## config.mk

```make
export PLATFORM = sky130hd
export DESIGN_NAME = display_scan_controller
export DESIGN_NICKNAME = d
export VERILOG_FILES = /design/src/rtl/display_pkg.sv /design/src/rtl/lz_blank_mask.sv /design/src/rtl/display_scan_controller.sv
export SDC_FILE = /design/constraint.sdc
export NUM_CORES = 1
export LEC_CHECK = 0
export CAP_MARGIN = 40
export CORE_MARGIN = 3
export CORE_UTILIZATION = 49
export CTS_BUF_LIST = sky130_fd_sc_hd__clkbuf_16
export CTS_CLUSTER_DIAMETER = 120
export DETAILED_ROUTE_END_ITERATION = 16
export MAX_ROUTING_LAYER = met4
export PLACE_DENSITY = 0.75
export SYNTH_ARGS = -nofsm -noshare
export SYNTH_HDL_FRONTEND = slang
export SYNTH_HIERARCHICAL = 1
export SYNTH_SLANG_ARGS = --single-unit
```

## constraint.sdc

```tcl
create_clock -name clk -period 2.77 [get_ports clk]
set_input_delay 0.6925 -clock clk [delete_from_list [all_inputs] [get_ports clk]]
set_output_delay 0.6925 -clock clk [all_outputs]
set_load 0.01 [all_outputs]
```

## src/rtl/display_pkg.sv

```systemverilog
// Shared types and constants for the four-digit seven-segment scan path.
package display_pkg;
  localparam int         NUM_DIGITS = 4;
  localparam logic [3:0] ANODES_OFF = 4'b1111;

  typedef enum logic [1:0] {IDLE, GUARD, SHOW} scan_state_t;
  typedef logic [1:0] digit_idx_t;

  // Active-low anode pattern selecting a single digit.
  function automatic logic [NUM_DIGITS-1:0] anode_sel_n(input digit_idx_t d);
    return ~(4'b0001 << d);
  endfunction
endpackage

```

## src/rtl/lz_blank_mask.sv

```systemverilog
// Per-digit visibility: digit enable combined with optional leading-zero blanking.
module lz_blank_mask
  import display_pkg::*;
(
  input  logic [4*NUM_DIGITS-1:0] i_value,
  input  logic [NUM_DIGITS-1:0]   i_digit_en,
  input  logic                    i_lz_blank,
  output logic [NUM_DIGITS-1:0]   o_visible
);
  logic [NUM_DIGITS-1:0] w_nz_above;

  // w_nz_above[i]: nibble i or any more-significant nibble is non-zero.
  always_comb begin
    w_nz_above = '0;
    w_nz_above[NUM_DIGITS-1] = |i_value[4*NUM_DIGITS-1 -: 4];
    for (int i = NUM_DIGITS-2; i >= 0; i--)
      w_nz_above[i] = w_nz_above[i+1] | (|i_value[4*i +: 4]);
  end

  always_comb begin
    o_visible = '0;
    for (int i = 0; i < NUM_DIGITS; i++)
      o_visible[i] = i_digit_en[i] & ((i == 0) | ~i_lz_blank | w_nz_above[i]);
  end
endmodule

```

## src/rtl/display_scan_controller.sv

```systemverilog
// Digit scan scheduler: guard/on-time slots per digit, frame-latched value,
// registered active-low anode and decimal-point outputs.
module display_scan_controller
  import display_pkg::*;
#(
  parameter int REFRESH_DIV  = 100000,
  parameter int BLANK_CYCLES = 1000
) (
  input  logic        clk,
  input  logic        rst,
  input  logic        en,
  input  logic [15:0] hex_num_4digit,
  input  logic [3:0]  digit_en,
  input  logic [3:0]  dp_in,
  input  logic        lz_blank,
  output logic [1:0]  digit,
  output logic [15:0] shown_num,
  output logic [3:0]  anode,
  output logic        dp_n,
  output logic        frame_tick
);
  localparam int             CW         = $clog2(REFRESH_DIV);
  localparam logic [CW-1:0]  CNT_LAST   = CW'(REFRESH_DIV - 1);
  localparam logic [CW-1:0]  GUARD_LAST = CW'(BLANK_CYCLES - 1);

  scan_state_t   r_state, w_nstate;
  logic [CW-1:0] r_cnt, w_ncnt;
  digit_idx_t    r_digit, w_ndigit;
  logic [15:0]   r_shown, w_nshown;
  logic [3:0]    r_anode, w_nanode;
  logic          r_dp_n, w_ndp_n;
  logic          r_tick, w_ntick;
  logic [3:0]    w_visible;

  lz_blank_mask u_mask (
    .i_value    (r_shown),
    .i_digit_en (digit_en),
    .i_lz_blank (lz_blank),
    .o_visible  (w_visible)
  );

  always_comb begin
    w_nstate = r_state;
    w_ncnt   = r_cnt;
    w_ndigit = r_digit;
    w_nshown = r_shown;
    w_ntick  = 1'b0;
    unique case (r_state)
      IDLE: if (en) begin
        w_nstate = GUARD;
        w_ncnt   = '0;
        w_ndigit = '0;
        w_nshown = hex_num_4digit;
        w_ntick  = 1'b1;
      end
      GUARD: begin
        w_ncnt = r_cnt + 1'b1;
        if (r_cnt == GUARD_LAST) w_nstate = SHOW;
      end
      SHOW: begin
        if (r_cnt == CNT_LAST) begin
          w_ncnt   = '0;
          w_ndigit = r_digit + 1'b1;
          w_nstate = GUARD;
          // Frame boundary: latch the new value so a frame never tears.
          if (r_digit == 2'd3) begin
            w_nshown = hex_num_4digit;
            w_ntick  = 1'b1;
          end
        end else begin
          w_ncnt = r_cnt + 1'b1;
        end
      end
      default: w_nstate = IDLE;
    endcase

    // Disable overrides any slot or frame advance.
    if (!en) begin
      w_nstate = IDLE;
      w_ncnt   = '0;
      w_ndigit = '0;
      w_nshown = r_shown;
      w_ntick  = 1'b0;
    end

    w_nanode = ANODES_OFF;
    w_ndp_n  = 1'b1;
    if (w_nstate == SHOW && w_visible[w_ndigit]) begin
      w_nanode = anode_sel_n(w_ndigit);
      w_ndp_n  = ~dp_in[w_ndigit];
    end
  end

  always_ff @(posedge clk) begin
    if (rst) begin
      r_state <= IDLE;
      r_cnt   <= '0;
      r_digit <= '0;
      r_shown <= '0;
      r_anode <= ANODES_OFF;
      r_dp_n  <= 1'b1;
      r_tick  <= 1'b0;
    end else begin
      r_state <= w_nstate;
      r_cnt   <= w_ncnt;
      r_digit <= w_ndigit;
      r_shown <= w_nshown;
      r_anode <= w_nanode;
      r_dp_n  <= w_ndp_n;
      r_tick  <= w_ntick;
    end
  end

  assign digit      = r_digit;
  assign shown_num  = r_shown;
  assign anode      = r_anode;
  assign dp_n       = r_dp_n;
  assign frame_tick = r_tick;
endmodule

```

==> results.ini, run 1 <==
[synth]
synth-simple-area-share_pct = 28.0
synth_top_family_by_area = simple AND/OR/NAND/NOR gates
syn_area_per_cell_um2 = 9.18
synth-compound-area-share_pct = 7.68
yosysTopAreaCell = dfxtp_1
yosys.cell_types.count = 46
synth-xor-area-share_pct = 6.47
synth_flop_cell = dfxtp_1
synth.mux.area_fraction_pct = 10.4
ys_seq_area_share_pct = 39.7
synthArstFlopShare_pct = 0
syn_area_mm2 = 0.00217
synthTopCellsByArea = dfxtp_1, mux2i_1, nor2_1
syn_nets = 271
yosys.area_share.adder_pct = 4.04
ys_ff_latch = 43
yosys.area.top_type_share_pct = 39.7
synthCells = 236
synth_edf_count = 0
yosys_warnings = 6

[setup_path]
slowest_stage = clkdlybuf4s50_1
cp_slowest_stage_delay_ns = 0.46
path_cells = clkdlybuf4s50_1 > nand2b_1 > nor4_2 > a21boi_1 > mux2_2 > a22oi_1 > nor2_1 > mux2_2 > a21o_1 > o2111ai_1
startpoint_type = input port
crit_top_cell = mux2_2
crit_required_ns = 2.97
end_kind = flop
crit_type = in -> reg
arrival_ns = 2.69
cp_max_fo = 4

[placed_design]
io_buffers = 51
dp_hpwl_um = 3490
gp_routability_congestion = 0.804
place_ws_ns = -0.00292

[sta]
slew_violations = 0
max_freq_ghz = 0.402
finalCritPeriodShare_pct = 89.9
clock-skew-final_ns = 0.00344
max_slew_margin_pct = 63.1
hold_viol_final = 0
setup_viol = 0
timing.hold.ws_ns = 0.502
worst_slew_pin_slew_ns = 0.553
setup_slack_ns = 0.280
min_period_ns = 2.49
rsz0062_at_grt = no

[floorplan]
die_y_um = 72.5
fp.dieW_um = 72.5
start_util_pct = 52.3
io_pins = 52
num_rows = 23
dieArea_mm2 = 0.00525
coreArea_mm2 = 0.00414

[min_path]
hp-class = reg -> reg

[layout]
drive_gt1_share_pct = 7.93
final_nets = 325
antennaDiodeCount = 0
syn_to_final_growth_pct = 32.2

[power]
sw_frac_of_total_pct = 21.7
p_seq_share_pct = 48.1
pwr_density_cell_mw_per_mm2 = 470
p_leak_nw = 1.06
switching_power_mw = 0.293
internal-power_mw = 1.05
power_frac_comb_pct = 11.4
clkPwrFrac_pct = 40.5
peakVddDrop_mv = 0.400

[detailed_routing]
ant_nets = 0
vias_per_cell = 5.34
dr_total_vias = 1814
wl_per_cell_um = 13.8
dr.first_iter.drc_count = 99
routed_wl_um = 4710
drc = 0
first_pass_iters = 4

[global_routing]
grt_pass1_vias = 1719
grtUsageTotal_pct = 19.7
grt_pass1_wl_um = 8060
grt_max_degree = 17
grt.overflow.total = 0
antenna_found_initial = 0

[clock_tree]
clock_path_buffers = 2
cts.sinks = 43
cts_tree = done
root_buffer = clkbuf_16
clk_pin_slew_worst_paths_ns = 0.06
ctsHtreeMaxLevel = 2
cts_setup_buffers = 0
clk_latency_ns = 0.28
holdBufCountCts = 0
cts_resized = 0
cts_buffers = 5

[flow_run]
drv_cap = 0

[run_status]
status = completed

[power groups by stage]
stage	registers (mW)	clock network (mW)	logic, mW
2_1_floorplan	0.667	0	0.0649
3_3_place_gp	0.661	0	0.151
3_5_place_dp	0.661	0	0.153
4_1_cts	0.647	0.561	0.154
5_1_grt	0.650	0.582	0.165
6_report	0.647	0.545	0.153
[logic make-up (layout without fill, tap and decap cells)]
kind of cell               count (synthesis)  count (layout)
and+or+nand+nor                          111             111
DFF                                       43              43
AOI/OAI and AO/OA                         23              23
muxes                                     22              22
xor gates and xnor gates                  16              16
buffers and inverters                     14              68
adders and majority gates                  7               7
[state kept, by name, indices dropped and copies added (netlist names)]
name / count
r_state: 2
dp_n: 1
shown_num: 16
r_cnt: 17
digit: 2
anode: 4
frame_tick: 1
[per-stage QoR]
stage | std cells | total power, mW | setup TNS [ns] | util [%] | instance area (um2)
final | 340 | 1.35 | 0 | 69.1 | 2860
after global routing | 340 | 1.40 | 0 | 69.1 | 2860
after floorplan | 236 | 0.731 | 0 | - | 2170
after global placement | 333 | 0.812 | 0 | 65.9 | 2730
after CTS | 340 | 1.36 | 0 | 69.1 | 2860
after detailed placement | 333 | 0.814 | -0.00292 | 65.9 | 2730
[cells in the mapped netlist, types with 2 or more instances]
cell type and number:
clkbuf_1 5, xor2_1 10, buf_4 2, dfxtp_1 43
nand4b_1 5, xnor2_1 6, inv_1 5, nand3_1 10
nand3b_1 2, or4b_2 2, o21ai_0 4, and3_1 3
nor4_1 4, ha_1 7, mux2i_1 18, nor2b_1 6
nor3_1 5, nand4_1 5, nand2b_1 6, mux2_2 4
nor2_1 41, a31oi_1 2, nand2_1 13, a21oi_1 3
a211oi_1 4
[layout make-up]
| class | count | area [um2] |
|---|---|---|
| Clock buffer | 5 | 125 |
| Clock inverter | 2 | 8.76 |
| Fill cell | 367 | 1280 |
| Inverter | 5 | 18.8 |
| Multi-Input combinational cell | 179 | 1230 |
| Sequential cell | 43 | 861 |
| Tap cell | 50 | 62.6 |
| Timing Repair Buffer | 56 | 561 |
[routing by layer]
metal | routed length [um] | up-vias | track usage, %
met2 | 2160 | 42 | 30.7
met5 | 0 | - | -
met1 | 2240 | 825 | 25.8
met3 | 256 | 5 | 4.43
li1 | - | 942 | -
met4 | 51 | 0 | 5.53
[final timing paths]
kind / slack [ns] / start / cells past startpoint / endpoint
setup / recovery: 0.28 / lz_blank / 10 / dp_n
hold / removal: 0.50 / shown_num[1] / 2 / shown_num[1]
setup reg to reg: 0.39 / r_cnt[0] / 7 / dp_n
hold reg to reg: 0.50 / shown_num[1] / 2 / shown_num[1]
[cells in the final DEF, fill, tap and decap left out, types with 4 or more instances in the layout]
master | Yosys | routed
clkbuf_16 | 0 | 5
dfxtp_1 | 43 | 43
xor2_1 | 10 | 10
nand3_1 | 10 | 10
nand4_1 | 5 | 5
nor3_1 | 5 | 5
nor2_1 | 41 | 41
nor2b_1 | 6 | 6
nand2b_1 | 6 | 6
ha_1 | 7 | 7
a211oi_1 | 4 | 4
mux2_2 | 4 | 4
inv_1 | 5 | 5
mux2i_1 | 18 | 18
nand2_1 | 13 | 13
xnor2_1 | 6 | 6
o21ai_0 | 4 | 4
buf_4 | 2 | 4
nand4b_1 | 5 | 5
clkdlybuf4s50_1 | 0 | 51
nor4_1 | 4 | 4
[critical path: cells and delay by family]
family | cells | cell delay, ns
buffers and inverters | 1 | 0.46
AND/OR/NAND/NOR | 3 | 0.40
AO/OA/AOI/OAI | 4 | 0.59
multiplexers | 2 | 0.55
Note: power is estimated with default switching activity, not from simulation.
==> inputs of run 2 (changes only) <==
CORE_MARGIN = 4   (was 3)
==> results.ini, run 2 (synthesized netlist as in run 1, its figures left out) <==
[run_status]
status = completed

[power]
peakVddDrop_mv = 0.389  ; -2.7%
pwr_density_cell_mw_per_mm2 = 529  ; +13%
report.power.total_mw = 1.55  ; +15%
p_leak_nw = 1.09  ; +2.8%

[detailed_routing]
drc = 0  ; unchanged
vias_per_cell = 5.49  ; +3.0%
routed_wl_um = 4950  ; +5.1%
ant_nets = 0  ; unchanged
dr.first_iter.drc_count = 99  ; unchanged
dr_total_vias = 1868  ; +3.0%
wl_per_cell_um = 14.6  ; +5.1%
first_pass_iters = 4  ; unchanged

[setup_path]
r2r_end = dp_n
crit_required_ns = 2.97  ; about the same
r2r_cells = 6  ; -1
slowest_stage = clkdlybuf4s50_1
ff2ff_setup_slack_ns = 0.39  ; about the same
r2r-start = r_cnt[2]
path_cells = clkdlybuf4s50_1 > nand2b_1 > nor4_2 > a21boi_1 > mux2_2 > a22oi_1 > nor2_1 > mux2_2 > a21o_1 > o2111ai_1
startpoint_type = input port
crit_top_cell = mux2_2
end_kind = flop
path_delay_family = compound AO/OA/AOI/OAI gates
cp_max_fo = 4  ; unchanged
cp_slowest_stage_delay_ns = 0.46  ; about the same
arrival_ns = 2.72  ; +0.03 ns
crit_buf_inv = 1  ; unchanged
crit_type = in -> reg

[placed_design]
io_buffers = 51  ; unchanged
dp_hpwl_um = 3570  ; +2.2%
dpl_cell_area_mm2 = 0.00273  ; +0.18%
gp_routability_congestion = 0.867  ; +7.8%
place_ws_ns = -0.00586  ; -0.00294 ns

[global_routing]
grtUsageMet1_pct = 24.1  ; -1.7 points
grt.busiest_layer = met2
antenna_found_initial = 0  ; unchanged
grt.overflow.total = 0  ; unchanged
grt_pass1_vias = 1760  ; +2.4%
grt_max_degree = 17  ; unchanged
grt.met3_usage_pct = 4.73  ; +0.30 points
grt_use_met2_pct = 32.9  ; +2.1 points
grtUsageTotal_pct = 19.8  ; +0.11 points
grt_pass1_wl_um = 8330  ; +3.3%

[floorplan]
fp.dieW_um = 74.5  ; +2.8%
die_y_um = 74.5  ; +2.8%
coreArea_mm2 = 0.00414  ; unchanged
dieArea_mm2 = 0.00555  ; +5.6%
io_pins = 52  ; unchanged
num_rows = 23  ; unchanged
start_util_pct = 52.3  ; unchanged

[layout]
multi_input_area_mm2 = 0.00123  ; unchanged
layout_common_cells = clkdlybuf4s50_1, dfxtp_1, nor2_1
antennaDiodeCount = 0  ; unchanged
design_area_mm2 = 0.00292  ; +2.1%
final_nets = 324  ; -0.31%
fillers = 335  ; -8.7%
layout_commonest_cell = clkdlybuf4s50_1
final_core_util_pct = 70.5  ; +1.4 points
largest_reg_flops = 17  ; unchanged
drive_gt1_share_pct = 7.93  ; unchanged
register_area_um2 = 861  ; unchanged
regMostFlops = r_cnt
syn_to_final_growth_pct = 35.0

[sta]
min_period_ns = 2.52  ; +0.0309 ns
hold_viol_final = 0  ; unchanged
max_slew_margin_pct = 62.9  ; -0.22 points
slew_violations = 0  ; unchanged
setup_viol = 0  ; unchanged
max_freq_ghz = 0.397  ; -1.2%
clock-skew-final_ns = 0.00621  ; +0.00277 ns
setup_slack_ns = 0.249  ; -0.0309 ns
worst_slew_pin_slew_ns = 0.556  ; +0.00335 ns
finalCritPeriodShare_pct = 91.0  ; +1.1 points
timing.hold.ws_ns = 0.494  ; -0.00795 ns
rsz0062_at_grt = no

[clock_tree]
clk_pin_slew_worst_paths_ns = 0.06  ; about the same
holdBufCountCts = 0  ; unchanged
cts_setup_buffers = 0  ; unchanged
cts_buffers = 5  ; unchanged
clock_path_buffers = 2  ; unchanged
ctsHtreeMaxLevel = 2  ; unchanged
root_buffer = clkbuf_16
cts.sinks = 43  ; unchanged
cts_resized = 0  ; unchanged
clk_latency_ns = 0.28  ; about the same
cts_tree = done

[min_path]
hp-class = reg -> reg
whs_path_depth = 2  ; unchanged
worstHoldStart = shown_num[0]
hold_end = shown_num[0]

[flow_run]
drv_cap = 0  ; unchanged

-- run 2: cell types whose count changed in the layout (fill, tap and decap cells not counted), sizes merged --
| cell | before | now |
|---|---|---|
| bufinv | 0 | 2 |
| clkinv | 2 | 0 |
| inv | 5 | 6 |
| buf | 5 | 4 |
-- run 2: routing by layer --
layer	up-vias	wire [um]
met1	880	2280
li1	937	-
met5	-	0
met2	45	2310
met4	0	56
met3	6	308
-- run 2: worst max-delay path by stage --
stage | from | endpoint | slack, ns | depth (start not counted)
floorplan | r_cnt[11] | shown_num[10] | 0.57 | 8
global placement | lz_blank | dp_n | 0.06 | 10
detailed placement | lz_blank | dp_n | -0.006 | 10
CTS | lz_blank | dp_n | 0.26 | 10
global route | lz_blank | dp_n | 0.09 | 10
finish | lz_blank | dp_n | 0.25 | 10
-- run 2: area by class of cell --
| type | instances | area share (%) |
|---|---|---|
| clock buffers | 5 | 4.28 |
| multi-input cells | 179 | 42.0 |
| inverters | 5 | 0.642 |
| flip-flops and latches | 43 | 29.5 |
| well taps | 50 | 2.14 |
| repair buffers | 55 | 19.3 |
| clock inverters | 3 | 2.18 |
-- run 2: worst reg2reg max path: stages, from the launching register on --
cell       delay (ns)
dfxtp_1          0.40
or4b_4           0.52
nor4_4           0.49
a211oi_1         0.14
or3b_1           0.42
a21o_1           0.24
o2111ai_1        0.09
-- run 2: per-stage QoR --
step                instances  setup TNS [ns]
finish                    340               0
global route              340               0
CTS                       340               0
detailed placement        332        -0.00586
global placement          332               0
floorplan                 236               0
-- run 2: where the power goes --
| group | internal [mW] | switching, mW | leakage [nW] | total, mW |
|---|---|---|---|---|
| Clock | 0.513 | 0.233 | 0.0952 | 0.747 |
| Sequential | 0.635 | 0.0123 | 0.350 | 0.647 |
| Combinational | 0.0932 | 0.0597 | 0.648 | 0.153 |
==> inputs of run 3 (changes only) <==
CORE_UTILIZATION = 53   (was 49)
CTS_CLUSTER_SIZE = 24   (was unset)
PLACE_DENSITY = 0.81   (was 0.75)
clock period = 3.2 ns   (was 2.77 ns; I/O delays follow)
==> results.ini, run 3 (synthesized netlist as in run 1, its figures left out) <==
[setup_path]
crit_type = in -> reg
startpoint_type = input port
crit_required_ns = 3.40  ; +0.43 ns
r2r_cells = 6  ; unchanged
arrival_ns = 2.76  ; +0.04 ns
slowest_stage = clkdlybuf4s50_1
end_kind = flop
cp_slowest_stage_delay_ns = 0.45  ; about the same
crit_top_cell = mux2_2
path_cells = clkdlybuf4s50_1 > nand2b_1 > nor4_2 > a21boi_1 > mux2_2 > a22oi_1 > nor2_1 > mux2_2 > a21o_1 > o2111ai_1
cp_max_fo = 4  ; unchanged

[clock_tree]
ctsHtreeMaxLevel = 2  ; unchanged
clk_pin_slew_worst_paths_ns = 0.06  ; about the same
clock_path_buffers = 2  ; unchanged
cts_resized = 0  ; unchanged
cts.sinks = 43  ; unchanged
holdBufCountCts = 0  ; unchanged
clk_latency_ns = 0.28  ; about the same
cts_buffers = 5  ; unchanged
cts_tree = done
cts_setup_buffers = 0  ; unchanged
root_buffer = clkbuf_16

[sta]
rsz0062_at_grt = no
finalCritPeriodShare_pct = 80.0
max_freq_ghz = 0.391
clock-skew-final_ns = 0.00407  ; -0.00214 ns
min_period_ns = 2.56
final.setup.tns_ns = 0  ; unchanged
setup_viol = 0  ; unchanged
worst_slew_pin_slew_ns = 0.614  ; +0.0577 ns
slew_violations = 0  ; unchanged
hold_viol_final = 0  ; unchanged
max_slew_margin_pct = 59.1  ; -3.8 points

[layout]
final_cell_count_no_fill = 336  ; -1.2%
drive_gt1_share_pct = 7.29  ; -0.64 points
largest_reg_flops = 17  ; unchanged
antennaDiodeCount = 0  ; unchanged
layout_common_cells = clkdlybuf4s50_1, dfxtp_1, nor2_1
multi_input_area_mm2 = 0.00123  ; unchanged
layout_commonest_cell = clkdlybuf4s50_1
final_nets = 322  ; -0.62%
regMostFlops = r_cnt
syn_to_final_growth_pct = 30.8
fillers = 292  ; -13%
register_area_um2 = 861  ; unchanged

[floorplan]
start_util_pct = 57.0  ; +4.8 points
die_y_um = 71.9  ; -3.4%
coreArea_mm2 = 0.00380  ; -8.3%
num_rows = 22  ; -4.3%
io_pins = 52  ; unchanged
dieArea_mm2 = 0.00517  ; -6.8%
fp.dieW_um = 71.9  ; -3.4%

[global_routing]
grt_max_degree = 17  ; unchanged
grtUsageTotal_pct = 20.1  ; +0.24 points
grt_pass1_vias = 1734  ; -1.5%
antenna_found_initial = 0  ; unchanged
grt_pass1_wl_um = 8110  ; -2.7%
grt.overflow.total = 0  ; unchanged

[detailed_routing]
ant_nets = 0  ; unchanged
vias_per_cell = 5.46  ; -0.54%
wl_per_cell_um = 14.4  ; -1.0%
first_pass_iters = 4  ; unchanged
drc = 0  ; unchanged
dr.first_iter.drc_count = 87  ; -12%
routed_wl_um = 4840  ; -2.2%
dr_total_vias = 1836  ; -1.7%

[placed_design]
dp_cells = 328  ; -1.2%
gp_routability_congestion = 0.793  ; -8.5%
io_buffers = 51  ; unchanged
dp_hpwl_um = 3500  ; -1.8%

[power]
pwr_density_cell_mw_per_mm2 = 414  ; -22%
report.power.total_mw = 1.17  ; -24%
p_leak_nw = 1.05  ; -4.0%
peakVddDrop_mv = 0.295  ; -24%

[run_status]
status = completed

[min_path]
hp-class = reg -> reg
whs_path_depth = 2  ; unchanged

[flow_run]
drv_cap = 0  ; unchanged

[run 3: per-stage QoR]
stage | instance area [um2] | util, % | worst slack (ns) | hold slack [ns]
after floorplan | 2170 | - | 0.972 | 0.471
after global placement | 2690 | 70.8 | 0.405 | 0.473
after detailed placement | 2690 | 70.8 | 0.359 | 0.482
after CTS | 2830 | 74.6 | 0.633 | 0.496
after global routing | 2830 | 74.6 | 0.492 | 0.538
final | 2830 | 74.6 | 0.640 | 0.492
[run 3: area by class of cell]
type	count	share of cell area [%]
Clock buffer	5	4.42
Clock inverter	3	0.574
Inverter	5	0.663
Multi-Input combinational cell	179	43.3
Sequential cell	43	30.4
Tap cell	48	2.12
Timing Repair Buffer	53	18.6
[run 3: final timing paths]
check | from | end | slack, ns
min reg2reg | shown_num[0] | shown_num[0] | 0.49
max | lz_blank | dp_n | 0.64
max reg2reg | r_cnt[2] | r_cnt[12] | 0.66
min | shown_num[0] | shown_num[0] | 0.49
[run 3: worst max-delay path: cells and delay by family]
kind	cells	cell delay (ns)
compound gates	4	0.59
mux	2	0.56
buf+inv	1	0.45
simple gates	3	0.35
[run 3: per-layer routing]
layer / global-route usage, % / wire length (um) / vias to the layer above
li1: - / - / 935
met1: 26.2 / 2290 / 850
met2: 31.2 / 2210 / 45
met3: 4.16 / 276 / 6
met4: 6.47 / 63 / 0
met5: - / 0 / -
[run 3: report_power, final]
group,switching [mW],leakage [nW],internal [mW]
Clock,0.199,0.0710,0.284
Combinational,0.0509,0.629,0.0781
Sequential,0.0103,0.350,0.550
==> variant 1, RTL diff (flow settings as in run 2) <==
Register the output `anode` once more, without a reset; this adds one clock of latency there. The other outputs are not delayed to match. Comments in the files are not updated.
--- a/src/rtl/display_scan_controller.sv
+++ b/src/rtl/display_scan_controller.sv
@@ -115,3 +115,5 @@
   assign shown_num  = r_shown;
-  assign anode      = r_anode;
+  always_ff @(posedge clk) begin
+    anode <= r_anode;
+  end
   assign dp_n       = r_dp_n;
Check against the original RTL: not equivalent (a bounded check fails within 4 cycles, from zero or initial values and one cycle with rst high).
==> variant 1 against run 2 <==
Sequential cell count is 4 higher; synthesized area up 9.5%; clock power shrank 11%; count of clock-buffer cells in the layout is the same; sequential power grew 9.0%; wire length grew 7.1%; total power decreased by 1.4%; register-to-register slack got worse by 0.06 ns; non-clock buffer count rose by 1; cell count grew 11%; die area is 8.4% higher; worst setup slack better by 0.086 ns; final area increased by 4.8%; largest power group is now sequential cells; highest routed layer unchanged.
==> variant 1: results <==
export IMPL_num_fill_cells=407
export IMPL_finish_net_count=358
export IMPL_leakagePower_nw=1.14
export IMPL_fin_skew_ns=0.00753
export IMPL_grt_usage_pct=18.8
export IMPL_run_status="finished clean"
export IMPL_synth_lib_cells_used_distinct=49
export IMPL_cpLargestDelayFamily="simple AND/OR/NAND/NOR gates"
export IMPL_critical_path_peak_fanout=16
export IMPL_drt_iter0_markers=167
export IMPL_gpl_final_weighted_congestion=0.856
export IMPL_critical_path_slowest_cell="or4_4"
export IMPL_postPlaceCellArea_mm2=0.00290
export IMPL_timing_worst_slew_pin_value_ns=0.556
export IMPL_muxShareOfSynthArea_pct=8.87
export IMPL_synth_top_cells_by_area="dfxtp_1, mux2i_1, nor2_1"
export IMPL_synth_nets=308
export IMPL_post_synth_xor_area_fraction_pct=2.22
export IMPL_vias_per_cell=5.42
export IMPL_synth_top_cells_by_count="dfxtp_1, nor2_1, nand2_1, mux2i_1, o21ai_0"
export IMPL_finalWirelength_mm=5.30
export IMPL_worst_path_largest_cell_delay_ns=0.58
export IMPL_grt_max_degree=20
export IMPL_routed_via_count=2048
export IMPL_peakVddDrop_mv=0.303
[variant 1: power groups by stage]
stage          registers [W]  clock network (W)  logic (W)
2_1_floorplan       0.000725                  0  0.0000703
3_3_place_gp        0.000720                  0   0.000152
3_5_place_dp        0.000720                  0   0.000154
4_1_cts             0.000705           0.000676   0.000155
5_1_grt             0.000707           0.000703   0.000167
6_report            0.000705           0.000666   0.000154
[variant 1: layout make-up]
class / instances / share of cell area, %
multi-input combinational: 207 / 43.1
clock buffer: 5 / 4.08
timing repair buffer: 56 / 17.9
tap: 54 / 2.21
clock inverter: 3 / 1.27
sequential: 47 / 30.7
inverter: 6 / 0.735
[variant 1: path summary, 6_finish.rpt]
kind,endpoint,start,slack [ns]
worst min register to register,anode[0],r_anode[0],0.33
worst min-delay path,anode[0],r_anode[0],0.33
worst max-delay path,shown_num[0],r_cnt[11],0.33
worst max register to register,shown_num[0],r_cnt[11],0.33
[variant 1: through the flow]
step / worst slack, ns / total power, W
2_1_floorplan: 0.573 / 0.000796
3_3_place_gp: 0.329 / 0.000872
3_5_place_dp: 0.264 / 0.000874
4_1_cts: 0.332 / 0.00154
5_1_grt: 0.161 / 0.00158
6_report: 0.334 / 0.00152
[variant 1: cell families after synthesis]
family | count (synthesis)
compound gates | 46
xor+xnor | 6
fa+ha+maj | 7
simple gates | 127
flops | 47
mux | 21
buf+inv | 19
[variant 1: routing by layer]
metal	share of wire, %	track usage (%)
met3	6.1	6.03
met1	46	24.1
met4	1.1	5.34
met2	47	28.5
met5	0	-
==> variant 2, RTL diff (config.mk and constraints of run 2) <==
Made on the original files. Set the parameter `REFRESH_DIV` to 25000 (it was 100000).
--- a/src/rtl/display_scan_controller.sv
+++ b/src/rtl/display_scan_controller.sv
@@ -5,3 +5,3 @@
 #(
-  parameter int REFRESH_DIV  = 100000,
+  parameter int REFRESH_DIV  = 25000,
   parameter int BLANK_CYCLES = 1000
Check against the original RTL: same outputs for any inputs over 10 cycles, from zero or initial values and one cycle with rst high; that may be too few to reach the edited logic, so the function may still have changed.
==> variant 2 against run 2 <==
Wire length is 9.3% lower; total power is 16% lower; die area is 6.7% lower; synthesized cell count is 9.3% lower; combinational power is 4% lower; worst setup slack better by 0.032 ns; sequential cell count is 2 lower; synthesized area is 7.5% lower; final area is 7.4% lower.
==> variant 2: results <==
export IMPL_report_power_total_w=0.00129
export IMPL_synth_top_cells_by_area="dfxtp_1, mux2i_1, nor2_1"
export IMPL_run_status="finished clean"
export IMPL_hold_path_end="r_cnt[1]"
export IMPL_final_seq_area_um2=821
export IMPL_die_area_mm2=0.00518
export IMPL_criticalPathCategory="register to register"
export IMPL_num_fill_cells=304
export IMPL_placed_cell_count=311
export IMPL_combined_area_of_the_multi_input_logic_cells_mm2=0.00112
export IMPL_power_combinational_fraction_pct=11.4
export IMPL_arrival_ns=2.63
export IMPL_nonClkBufAreaFrac_pct=20.2
export IMPL_n_all_inverters=8
export IMPL_p_seq_w=0.000619
export IMPL_cpLargestDelayFamily="multiplexers"
export IMPL_vias_per_cell=5.23
export IMPL_largest_register_ff_count=16
export IMPL_grt_usage_pct=18.5
export IMPL_timing_worst_slew_pin_value_ns=0.428
export IMPL_synth_seq_area_share_pct=41.0
export IMPL_synth_lib_cells_used_distinct=54
export IMPL_n_sequential_cell=41
export IMPL_grt_pass1_wl_mm=7.31
export IMPL_drt_iter0_markers=60
export IMPL_first_global_vias=1657
export IMPL_critical_path_slowest_cell="mux2i_2"
export IMPL_syn_instance_count=214
export IMPL_detail_route_wl_per_cell_um=14.1
export IMPL_finalWirelength_mm=4.49
export IMPL_r2r_start="r_cnt[0]"
export IMPL_min_delay_start="r_cnt[1]"
export IMPL_seq_area_share_pct=30.3
export IMPL_gpl_final_weighted_congestion=0.789
export IMPL_fin_skew_ns=0.00203
export IMPL_ff2ff_path_depth=7
export IMPL_proportion_of_cell_area_spent_on_the_clock_network_pct=4.90
export IMPL_multi_input_gates=158
export IMPL_finalHoldWorstSlack_ns=0.494
export IMPL_synth_top_cells_by_count="dfxtp_1, nor2_1, mux2i_1, nand2_1, inv_1"
## variant 2: cell types whose count changed in the layout (fill, tap and decap cells not counted), sizes merged, moves of 3 or more
cell / before / now
a211oi: 4 / 0
nor3: 5 / 2
nor2: 41 / 33
and2: 0 / 5
inv: 6 / 9
nand4b: 5 / 1
xor2: 10 / 5
nand3: 11 / 6
## variant 2: per-layer routing
metal | track usage (%) | vias to the layer above | share of wire [%]
li1 | - | 863 | -
met3 | 4.16 | 9 | 4.6
met2 | 29.9 | 41 | 47
met4 | 7.93 | 0 | 1.8
met1 | 22.1 | 749 | 47
met5 | - | - | 0
## variant 2: cell families (layout without fill, tap and decap cells)
kind of cell / count (synthesis) / after routing / share of synthesized area [%]
fa+ha+maj: 7 / 7 / 4.37
compound gates: 22 / 22 / 7.68
flops: 41 / 41 / 41.0
buf+inv: 15 / 71 / 3.31
simple gates: 97 / 97 / 27.9
xor+xnor: 11 / 11 / 4.81
mux: 21 / 21 / 11.0
